--- config.mk ---
export PLATFORM = sky130hd
export DESIGN_NAME = sa_out_sched
export DESIGN_NICKNAME = d
export VERILOG_FILES = /design/src/rtl/sa_out_sched.sv
export SDC_FILE = /design/constraint.sdc
export NUM_CORES = 1
export LEC_CHECK = 0
export BUFFER_PORTS_ARGS = -buffer_cell sky130_fd_sc_hd__clkbuf_2
export CAP_MARGIN = 5
export CORE_MARGIN = 1
export CORE_UTILIZATION = 45
export CTS_BUF_LIST = sky130_fd_sc_hd__clkbuf_16
export DETAILED_ROUTE_END_ITERATION = 10
export HOLD_SLACK_MARGIN = 0.1
export PLACE_DENSITY = 0.82
export SETUP_SLACK_MARGIN = 0.1
export SYNTH_ARGS = -nofsm -noshare
export SYNTH_HDL_FRONTEND = slang
export SYNTH_SLANG_ARGS = --single-unit
export TNS_END_PERCENT = 10
--- constraint.sdc ---
create_clock -name clk -period 6 [get_ports clk]
set_input_delay 0 -clock clk [delete_from_list [all_inputs] [get_ports clk]]
set_output_delay 0 -clock clk [all_outputs]
set_load 0.01 [all_outputs]
--- src/rtl/sa_out_sched.sv ---
// Output-port scheduler: round-robin over L/S/W, wormhole lock from head to tail,
// credit-based flow control toward the downstream input FIFO.
module sa_out_sched #(
    parameter int unsigned DEPTH    = 8,
    parameter int unsigned WIDTH    = 3,
    parameter int unsigned DATASIZE = 40
) (
    input  logic                clk,
    input  logic                rst,
    input  logic [2:0]          req,
    input  logic [DATASIZE-1:0] L_data_in,
    input  logic [DATASIZE-1:0] S_data_in,
    input  logic [DATASIZE-1:0] W_data_in,
    input  logic                credit_in,
    output logic [2:0]          grant,
    output logic [DATASIZE-1:0] data_out,
    output logic                data_valid,
    output logic [WIDTH:0]      credit_cnt,
    output logic                locked,
    output logic [1:0]          owner
);

    localparam int unsigned CNT_W = WIDTH + 1;
    localparam logic [1:0] FT_HEAD = 2'b01;
    localparam logic [1:0] FT_TAIL = 2'b11;

    typedef enum logic {
        IDLE = 1'b0,
        LOCK = 1'b1
    } state_e;

    state_e              state_q, state_d;
    logic [1:0]          ptr_q, ptr_d;
    logic [1:0]          owner_q, owner_d;
    logic [CNT_W-1:0]    credit_q, credit_d;
    logic [DATASIZE-1:0] data_q, data_d;
    logic                valid_q, valid_d;

    logic                credit_ok;
    logic [2:0]          pick;
    logic [1:0]          win;
    logic                found;
    logic [1:0]          sel;
    logic [DATASIZE-1:0] flit;
    logic [1:0]          flit_type;
    logic                send;

    // First requester in order p, p+1, p+2 (mod 3); returns {found, index}.
    function automatic logic [2:0] rr_pick(input logic [2:0] r, input logic [1:0] p);
        logic [2:0] res;
        logic [2:0] sum;
        logic [1:0] c;
        res = 3'b000;
        for (int k = 2; k >= 0; k--) begin
            sum = {1'b0, p} + 3'(k);
            c   = (sum >= 3'd3) ? 2'(sum - 3'd3) : sum[1:0];
            if (r[c]) begin
                res = {1'b1, c};
            end
        end
        return res;
    endfunction

    always_comb begin
        credit_ok = (credit_q != '0);
        pick      = rr_pick(req, ptr_q);
        found     = pick[2];
        win       = pick[1:0];
        sel       = (state_q == LOCK) ? owner_q : win;
        case (sel)
            2'd0:    flit = L_data_in;
            2'd1:    flit = S_data_in;
            default: flit = W_data_in;
        endcase
        flit_type = flit[1:0];
    end

    // Next-state and grant; grant is the only combinational output.
    always_comb begin
        state_d = state_q;
        ptr_d   = ptr_q;
        owner_d = owner_q;
        grant   = 3'b000;
        case (state_q)
            IDLE: begin
                if (ptr_q == 2'd3) begin
                    ptr_d = 2'd0;
                end else if (found && credit_ok) begin
                    grant = 3'(3'b001 << win);
                    ptr_d = (win == 2'd2) ? 2'd0 : win + 2'd1;
                    if (flit_type == FT_HEAD) begin
                        state_d = LOCK;
                        owner_d = win;
                    end
                end
            end
            LOCK: begin
                if (owner_q == 2'd3) begin
                    state_d = IDLE;
                    ptr_d   = 2'd0;
                end else if (req[owner_q] && credit_ok) begin
                    grant = 3'(3'b001 << owner_q);
                    if (flit_type == FT_TAIL) begin
                        state_d = IDLE;
                    end
                end
            end
            default: begin
                state_d = IDLE;
                ptr_d   = 2'd0;
            end
        endcase
        if (rst) begin
            grant = 3'b000;
        end
    end

    // Credit counter and output datapath.
    always_comb begin
        send     = |grant;
        credit_d = credit_q;
        case ({send, credit_in})
            2'b10: credit_d = credit_q - CNT_W'(1);
            2'b01: credit_d = (credit_q == CNT_W'(DEPTH)) ? credit_q : credit_q + CNT_W'(1);
            default: credit_d = credit_q;
        endcase
        data_d  = send ? flit : data_q;
        valid_d = send;
    end

    always_ff @(posedge clk) begin
        if (rst) begin
            state_q  <= IDLE;
            ptr_q    <= 2'd0;
            owner_q  <= 2'd0;
            credit_q <= CNT_W'(DEPTH);
            data_q   <= '0;
            valid_q  <= 1'b0;
        end else begin
            state_q  <= state_d;
            ptr_q    <= ptr_d;
            owner_q  <= owner_d;
            credit_q <= credit_d;
            data_q   <= data_d;
            valid_q  <= valid_d;
        end
    end

    assign data_out   = data_q;
    assign data_valid = valid_q;
    assign credit_cnt = credit_q;
    assign locked     = (state_q == LOCK);
    assign owner      = owner_q;

endmodule

==> PnR_summary.wiki, run 1 <==
{| class="wikitable"
! Metric !! Value
|-
| Result of the run || finished clean
|-
| Layout cells sized above 1 || 33.3%
|-
| Final Hold Violating Endpoints || 0
|-
| Post-CTS setup buffer count || 0
|-
| RSZ-0062 raised after global routing || no
|-
| Area share of the leading cell type in the synthesized netlist || 32.1%
|-
| Number of I/O port buffers || 176
|-
| Critical-path top delay cell || sky130_fd_sc_hd__or4_1
|-
| Top fanout value on the critical path || 12
|-
| Level count of the clock H-tree || 2
|-
| Number of sinks driven by the clock tree || 50
|-
| Syn. warnings || 0
|-
| Hold Path Class || input port to register
|-
| Standard-cell rows || 29
|-
| Net count after synthesis || 528
|-
| Number of buffers on the longest clock path || 2
|-
| Final total negative setup slack || 0 ns
|-
| Arrival time reported for the critical path endpoint || 3.52 ns
|-
| Largest net degree at the start of global routing || 83
|-
| Max-cap violations || 0
|-
| Startpoint Class || register
|-
| Final instance area || 4510 sq um
|-
| Top post-synthesis cells by count || 50 x sky130_fd_sc_hd__dfxtp_1, 48 x sky130_fd_sc_hd__nor2_1, 46 x sky130_fd_sc_hd__a21oi_1
|-
| Reg2Reg Launch Point || ptr_q[1]$_SDFFE_PP0P_
|-
| Buffers plus inverters on the worst setup path || 1
|-
| Yosys reg bits || 50
|-
| Portion of total power attributed to sequential cells || 26.3%
|-
| Syn Area/Cell || 7.90 sq um
|-
| Worst rel slew slack || 39.0%
|-
| Slew Limit Fails || 0
|-
| Area growth syn-to-layout || 44.5%
|-
| Number of synthesized flops with an enable pin || 0
|-
| Combinational share of power || 60.3%
|-
| Most common cell in the synthesized netlist || sky130_fd_sc_hd__dfxtp_1
|-
| Internal power || 1130 uW
|-
| Leakage || 0.00214 uW
|-
| Post-synth design cell area || 3120 sq um
|-
| Full die area || 7270 sq um
|-
| Capture endpoint of the worst hold path || data_out[36]$_SDFFE_PP0P_
|-
| Number of buffers created by CTS || 5
|-
| Sum of routed wire length over all layers || 10.4 mm
|-
| Achievable Freq || 0.298 GHz
|-
| Number of DRC violations after detailed routing || 0
|-
| Total I/O pin count || 177
|-
| # nets final || 723
|-
| Clock transition time at the flip-flop clock pins of the worst setup and hold paths || 0.07 ns
|-
| Overall die width || 85.3 um
|-
| Net switching power || 972 uW
|-
| Via count of the first global-routing pass || 3568
|-
| HPWL after detailed placement || 7.00 mm
|-
| Routed WL per cell || 15.6 um
|-
| Switching Fraction || 46.1%
|-
| Clock root buffer || sky130_fd_sc_hd__clkbuf_16
|-
| Wire length of the first global-routing pass || 16.5 mm
|-
| Dominant register cell in the synthesized netlist || sky130_fd_sc_hd__dfxtp_1
|-
| Number of vias after detailed routing || 3651
|-
| Minimum clock period || 3.35 ns
|-
| Ant. Diodes || 0
|-
| Hold path depth || 5
|-
| Transition time at the pin with the least slew margin || 0.915 ns
|-
| Vias per cell || 5.47
|-
| Unique masters post-synth || 49
|-
| Startpoint of the most critical hold path || L_data_in[36]
|-
| Slowest stage delay, CP || 0.46 ns
|-
| Post-place instance area || 3980 sq um
|-
| Worst endpoint required time || 6.17 ns
|-
| Type of destination of the critical path || register
|-
| Final count of negative-setup-slack endpoints || 0
|-
| Iter 0 DRT Violations || 246
|-
| Antenna violations before repair || 0
|-
| TritonCTS clock tree || done
|-
| Global placement routability congestion || 0.949
|-
| R2r setup slk || 2.65 ns
|-
| Number of detailed-routing iterations run before antenna repair || 7
|-
| Share of flip-flops with an asynchronous set or reset || 0%
|-
| Top cells by area, synth || sky130_fd_sc_hd__dfxtp_1 32%, sky130_fd_sc_hd__mux2i_1 14%, sky130_fd_sc_hd__a21oi_1 7.4%, sky130_fd_sc_hd__nand3_1 6.6%, sky130_fd_sc_hd__nor2_1 5.8%
|-
| Worst skew pair latency || 0.28 ns
|-
| Category of the most critical setup path || register to register
|-
| Effective utilization at floorplan || 47.8%
|-
| Total gr overflow || 0
|-
| Ratio of total power to cell area || 467 nW/um^2
|-
| Share of synthesized area occupied by flip-flops and latches || 32.1%
|-
| CP Cell Sequence || inv_1 -> ha_1 -> nand2_1 -> a221o_1 -> a22oi_2 -> nor3_2 -> o31ai_4 -> nand2_1 -> ha_1 -> a21o_1 -> a21o_1 -> or4_1 -> o221a_1
|-
| Path length in cells of the critical path || 13
|-
| Leading area contributor after synthesis || sky130_fd_sc_hd__dfxtp_1
|-
| Gr usage total || 28.5%
|-
| VDD IR-drop max || 0.213 mV
|-
| Count of mapped cells out of synthesis || 395
|-
| Die boundary height || 85.3 um
|-
| Capture point of the worst reg-to-reg path || credit_cnt[3]$_SDFFE_PP1P_
|-
| Gate family responsible for the most delay along the worst path || compound AO/OA/AOI/OAI gates
|-
| R2R depth || 13
|-
| Core area || 6530 sq um
|-
| Largest clock skew in the final design || 0.00970 ns
|-
| Antenna-violating nets left || 0
|-
| Crit share post-route || 55.9%
|-
| Fraction of power consumed by the clock network || 13.4%
|}
## layout make-up
cell class | instances | area, sq um
Timing Repair Buffer | 218 | 1290
Fill cell | 520 | 2020
Tap cell | 77 | 96.3
Multi-Input combinational cell | 302 | 1920
Inverter | 13 | 48.8
Clock buffer | 5 | 125
Clock inverter | 3 | 25.0
Sequential cell | 50 | 1000
## registers in the layout, indices dropped and copies added (netlist names)
signal / cells
data_out: 40
credit_cnt: 4
owner: 2
ptr_q: 2
data_valid: 1
locked: 1
## tightest hold or removal path, cell delays in order
cell and delay, ns:
sky130_fd_sc_hd__clkbuf_2 0.07, sky130_fd_sc_hd__mux2i_1 0.05, sky130_fd_sc_hd__nor2_1 0.08, sky130_fd_sc_hd__a21oi_1 0.05, sky130_fd_sc_hd__o21ai_1 0.10
## per-layer routing
metal	track usage, %	vias to the layer above	share of wire (%)
li1	-	1802	-
met1	30.8	1643	38
met2	54.1	172	52
met3	6.32	34	5.9
met4	10.6	0	3.6
met5	0	-	0
## power by group through the flow
stage / Combinational, uW / Clock (uW) / Sequential, uW
6_report: 1270 / 282 / 553
4_1_cts: 1250 / 287 / 553
3_5_place_dp: 1220 / 0 / 559
3_3_place_gp: 1180 / 0 / 554
2_1_floorplan: 884 / 0 / 597
5_1_grt: 1400 / 301 / 571
## layout by cell type (no fill, tap or decap), drive strengths merged, types with 2 or more instances in the layout
cell type,count
clkbuf,181
mux2i,45
nor2,48
o21a,4
o21ai,42
dlygate4sd3,38
a21oi,46
o31ai,4
nor3,5
o32ai,2
a31oi,2
nor2b,3
inv,14
buf,4
a21boi,2
xnor2,2
nand3,41
o221ai,3
ha,6
a21o,2
nand2,21
nand2b,3
mux2,3
dfxtp,50
## how the worst max path moves through the flow
| stage | startpoint | end | slack (ns) |
|---|---|---|---|
| global route | ptr_q[1]$_SDFFE_PP0P_ | credit_cnt[3]$_SDFFE_PP1P_ | 2.40 |
| finish | ptr_q[1]$_SDFFE_PP0P_ | credit_cnt[3]$_SDFFE_PP1P_ | 2.65 |
| global placement | ptr_q[1]$_SDFFE_PP0P_ | credit_cnt[3]$_SDFFE_PP1P_ | 2.80 |
| CTS | ptr_q[1]$_SDFFE_PP0P_ | credit_cnt[3]$_SDFFE_PP1P_ | 2.66 |
| detailed placement | ptr_q[1]$_SDFFE_PP0P_ | credit_cnt[3]$_SDFFE_PP1P_ | 2.67 |
| floorplan | ptr_q[0]$_SDFFE_PP0P_ | credit_cnt[3]$_SDFFE_PP1P_ | 2.57 |
## metrics by stage
| stage | hold slack (ns) | setup WS [ns] | util (%) | instances | power (uW) |
|---|---|---|---|---|---|
| 2_1_floorplan | 0.168 | 2.57 | - | 395 | 1480 |
| 5_1_grt | 0.148 | 2.40 | 69.0 | 668 | 2270 |
| 4_1_cts | 0.103 | 2.66 | 69.0 | 668 | 2080 |
| 6_report | 0.113 | 2.65 | 69.0 | 668 | 2110 |
| 3_5_place_dp | 0.270 | 2.67 | 60.9 | 622 | 1780 |
| 3_3_place_gp | 0.255 | 2.80 | 60.9 | 622 | 1740 |
## logic make-up (layout without fill, tap and decap cells)
family          Yosys count  after routing  share of synthesized area (%)
xor+xnor                  2              2                          0.562
compound gates          118            118                           23.0
simple gates            127            127                           18.4
mux                      48             48                           15.8
buf+inv                  43            239                           7.14
flops                    50             50                           32.1
fa+ha+maj                 7              7                           3.05
## what timing repair did
item | 4_1_cts | 5_1_grt
gates resized for setup | 0 | 0
hold buffers | 38 | 0
hold endpoints to repair | 38 | 0
(Power assumes the default switching activity.)
==> run 2: changes to the inputs <==
--- a/config.mk
+++ b/config.mk
@@ -5,14 +5,15 @@
 export SDC_FILE = /design/constraint.sdc
 export NUM_CORES = 1
 export LEC_CHECK = 0
+export ABC_AREA = 1
 export BUFFER_PORTS_ARGS = -buffer_cell sky130_fd_sc_hd__clkbuf_2
 export CAP_MARGIN = 5
 export CORE_MARGIN = 1
-export CORE_UTILIZATION = 45
+export CORE_UTILIZATION = 44
 export CTS_BUF_LIST = sky130_fd_sc_hd__clkbuf_16
 export DETAILED_ROUTE_END_ITERATION = 10
 export HOLD_SLACK_MARGIN = 0.1
-export PLACE_DENSITY = 0.82
+export PLACE_DENSITY = 0.81
 export SETUP_SLACK_MARGIN = 0.1
 export SYNTH_ARGS = -nofsm -noshare
 export SYNTH_HDL_FRONTEND = slang
==> constraint.sdc (replaced) <==
create_clock -name clk -period 3.4 [get_ports clk]
set_input_delay 0 -clock clk [delete_from_list [all_inputs] [get_ports clk]]
set_output_delay 0 -clock clk [all_outputs]
set_load 0.01 [all_outputs]
==> run 2 against run 1 <==
  * Critical endpoint is now data_out[5]$_SDFFE_PP0P_
  * Combinational power increased to 2.5 times the previous value
  * Setup slack got worse by 2.4 ns
  * Count of clock-buffer cells in the layout did not move
  * First-iteration DRC count rose by 72%
  * Worst hold slack got worse by 0.029 ns
  * The flow now finishes with violations (DRC)
  * Critical path depth increased by 3
  * Die area decreased by 1.4%
  * Sequential share of layout area shrank 2.1 points
==> PnR_summary.wiki, run 2 <==
{| class="wikitable"
! Metric !! Value
|-
| VDD IR-drop max || 0.558 mV (+160%)
|-
| Post-synth design cell area || 3010 sq um (-3.6%)
|-
| Result of the run || complete, but fails checks
|-
| Routed WL per cell || 18.6 um (+19%)
|-
| Top fanout value on the critical path || 23 (+11)
|-
| Fraction of synthesized area in multiplexers || 0% (-16 points)
|-
| TritonCTS clock tree || done
|-
| Number of synthesized flops with an enable pin || 0 (unchanged)
|-
| Most common cell after layout, fill and taps aside || sky130_fd_sc_hd__clkbuf_2
|-
| Crit share post-route || 93.2% (+37 points)
|-
| Total gr overflow || 0 (unchanged)
|-
| Achievable Freq || 0.316 GHz (+5.8%)
|-
| Top cells by area, synth || sky130_fd_sc_hd__dfxtp_1 33%, sky130_fd_sc_hd__nand2_1 16%, sky130_fd_sc_hd__o211a_1 8.3%, sky130_fd_sc_hd__nand4_1 6.7%, sky130_fd_sc_hd__a21oi_1 5.7%
|-
| Gr usage total || 37.1% (+8.5 points)
|-
| Full die area || 7170 sq um (-1.4%)
|-
| Final count of negative-setup-slack endpoints || 0 (unchanged)
|-
| Combinational family with the most area after synthesis || simple AND/OR/NAND/NOR gates
|-
| Transition time at the pin with the least slew margin || 0.577 ns (-0.339 ns)
|-
| Slowest stage delay, CP || 0.57 ns (+0.11 ns)
|-
| Max reg flops || 40 (unchanged)
|-
| Count of mapped cells out of synthesis || 422 (+6.8%)
|-
| RSZ-0062 raised after global routing || no
|-
| Unique masters post-synth || 28 (-43%)
|-
| Share of synthesized area occupied by flip-flops and latches || 33.3% (+1.2 points)
|-
| Largest net degree at the start of global routing || 84 (+1.2%)
|-
| Max-cap violations || 0 (unchanged)
|-
| Level count of the clock H-tree || 2 (unchanged)
|-
| Critical-path top delay cell || sky130_fd_sc_hd__dlygate4sd3_1
|-
| Number of buffers created by CTS || 5 (unchanged)
|-
| Clock root buffer || sky130_fd_sc_hd__clkbuf_16
|-
| Wire length of the first global-routing pass || 20.9 mm (+27%)
|-
| Clock transition time at the flip-flop clock pins of the worst setup and hold paths || 0.07 ns (about the same)
|-
| Worst rel slew slack || 61.6% (+23 points)
|-
| Number of sinks driven by the clock tree || 50 (unchanged)
|-
| Worst endpoint required time || 3.62 ns (-2.55 ns)
|-
| Number of vias after detailed routing || 4445 (+22%)
|-
| Compound-gate portion of the synthesized area || 21.8% (-1.2 points)
|-
| Post-synthesis xor/xnor area fraction || 0.291% (-0.27 points)
|-
| Total of fill cells in the finished design || 409 (-21%)
|-
| Startpoint Class || register
|-
| HPWL after detailed placement || 6.74 mm (-3.7%)
|-
| Overall die width || 84.7 um (-0.69%)
|-
| Vias per cell || 5.86 (+7.3%)
|-
| Hold Path Class || input port to register
|-
| Final instance area || 4980 sq um (+10%)
|-
| Ratio of total power to cell area || 955 nW/um^2 (+100%)
|-
| # nets final || 810 (+12%)
|-
| Violated checks || DRC
|-
| Syn. warnings || 0 (unchanged)
|-
| Area growth syn-to-layout || 65.5%
|-
| Arrival time reported for the critical path endpoint || 3.39 ns (-0.13 ns)
|-
| Simple logic cell fraction of the synthesized area || 30.6% (+12 points)
|-
| Via count of the first global-routing pass || 4350 (+22%)
|-
| Leakage || 0.00270 uW (+26%)
|-
| Antenna-violating nets left || 0 (unchanged)
|-
| Core area || 6460 sq um (-1.1%)
|-
| Leading area contributor after synthesis || sky130_fd_sc_hd__dfxtp_1
|-
| Sum of routed wire length over all layers || 14.1 mm (+36%)
|-
| Most common cell in the synthesized netlist || sky130_fd_sc_hd__nand2_1
|-
| Layout cells sized above 1 || 31.6% (-1.8 points)
|-
| Dominant register cell in the synthesized netlist || sky130_fd_sc_hd__dfxtp_1
|-
| Syn Area/Cell || 7.12 sq um (-9.8%)
|-
| Effective utilization at floorplan || 46.6% (-1.2 points)
|-
| Standard-cell rows || 29 (unchanged)
|-
| Number of detailed-routing iterations run before antenna repair || 9 (+2)
|-
| Global placement routability congestion || 0.912 (-3.8%)
|-
| Die boundary height || 84.7 um (-0.69%)
|-
| Final total negative setup slack || 0 ns (unchanged)
|-
| Minimum clock period || 3.17 ns (-0.184 ns)
|-
| Largest clock skew in the final design || 0.00871 ns (-0.000999 ns)
|-
| Type of destination of the critical path || register
|-
| Number of DRC violations after detailed routing || 1 (+1)
|-
| Total I/O pin count || 177 (unchanged)
|-
| CP Cell Sequence || inv_1 -> ha_1 -> inv_2 -> nand3_1 -> nand2_1 -> o21ai_1 -> nand2_1 -> nand3_1 -> nand2_2 -> nand2_2 -> inv_4 -> buf_6 -> a22o_1 -> a21oi_2 -> dlygate4sd3_1 -> a21oi_1
|-
| Top post-synthesis cells by count || 126 x sky130_fd_sc_hd__nand2_1, 50 x sky130_fd_sc_hd__dfxtp_1, 34 x sky130_fd_sc_hd__a21oi_1
|-
| Worst skew pair latency || 0.30 ns (+0.02 ns)
|-
| Area share of the leading cell type in the synthesized netlist || 33.3% (+1.2 points)
|-
| Number of buffers on the longest clock path || 2 (unchanged)
|-
| Adder-cell share of the synthesized area || 3.16% (+0.11 points)
|-
| Yosys reg bits || 50 (unchanged)
|-
| Top library cells by usage in the layout, fill and taps aside || 176 x sky130_fd_sc_hd__clkbuf_2, 124 x sky130_fd_sc_hd__nand2_1, 90 x sky130_fd_sc_hd__dlygate4sd3_1, 49 x sky130_fd_sc_hd__dfxtp_1, 33 x sky130_fd_sc_hd__a21oi_1
|-
| Net count after synthesis || 555 (+5.1%)
|-
| Slew Limit Fails || 0 (unchanged)
|-
| Share of flip-flops with an asynchronous set or reset || 0% (unchanged)
|-
| Post-place instance area || 3830 sq um (-3.6%)
|-
| Number of I/O port buffers || 176 (unchanged)
|-
| Antenna violations before repair || 2 (+2)
|-
| Final Hold Violating Endpoints || 0 (unchanged)
|-
| Iter 0 DRT Violations || 423 (+72%)
|-
| Category of the most critical setup path || register to register
|}
-- run 2: path summary, 6_finish.rpt --
| path | cells after the start | start | end | slack, ns |
|---|---|---|---|---|
| min reg2reg | 2 | ptr_q[0]$_SDFFE_PP0P_ | ptr_q[0]$_SDFFE_PP0P_ | 0.49 |
| max | 16 | ptr_q[1]$_SDFFE_PP0P_ | data_out[5]$_SDFFE_PP0P_ | 0.23 |
| max reg2reg | 16 | ptr_q[1]$_SDFFE_PP0P_ | data_out[5]$_SDFFE_PP0P_ | 0.23 |
| min | 4 | W_data_in[33] | data_out[33]$_SDFFE_PP0P_ | 0.08 |
-- run 2: final cells by class --
type / instances / area, sq um / share of cell area [%]
Timing Repair Buffer: 274 / 1850 / 37.2
Multi-Input combinational cell: 309 / 1710 / 34.3
Sequential cell: 50 / 1000 / 20.1
Inverter: 37 / 141 / 2.84
Clock buffer: 5 / 125 / 2.51
Tap cell: 77 / 96.3 / 1.94
Clock inverter: 3 / 47.5 / 0.955
Antenna cell: 3 / 7.51 / 0.151
-- run 2: what timing repair did --
action,CTS,global route
hold endpoints to repair,39,0
resized for setup,0,9
hold buffers,90,0
buffers inserted,0,3
endpoints found under the setup margin,0,14
-- run 2: cell families after synthesis --
group / after synthesis
fa+ha+maj: 7
flops: 50
xor+xnor: 1
compound gates: 95
buf+inv: 64
simple gates: 205
-- run 2: critical path: cells and delay by family (launching register included) --
family                   cells  cell delay (ns)
AO/OA/AOI/OAI                4             0.49
adder cells (fa/ha/maj)      1             0.25
buffers and inverters        5             1.23
flip-flops                   1             0.44
AND/OR/NAND/NOR              6             0.68
-- run 2: per-layer routing --
layer,vias up,global-route usage (%),wire [um]
met3,136,9.34,1400
met5,-,0,0
met2,385,63.2,6700
li1,1954,-,-
met4,0,29.6,1290
met1,1970,38.9,4740
-- run 2: where the power goes --
group / total (uW) / internal [uW] / switching (uW)
clock network: 585 / 353 / 233
logic: 3210 / 1220 / 1990
registers: 958 / 800 / 158
total: 4750 / 2370 / 2380
-- run 2: metrics by stage --
step                hold slack, ns  worst slack [ns]  util [%]  power [uW]  instances
floorplan                   0.0691             0.593         -        3070        422
global placement             0.221             0.454      59.4        3450        653
detailed placement           0.229             0.332      59.4        3510        653
CTS                          0.100             0.139      76.0        4350        751
global route                 0.118            0.0294      77.1        5040        758
finish                      0.0843             0.232      77.1        4750        758
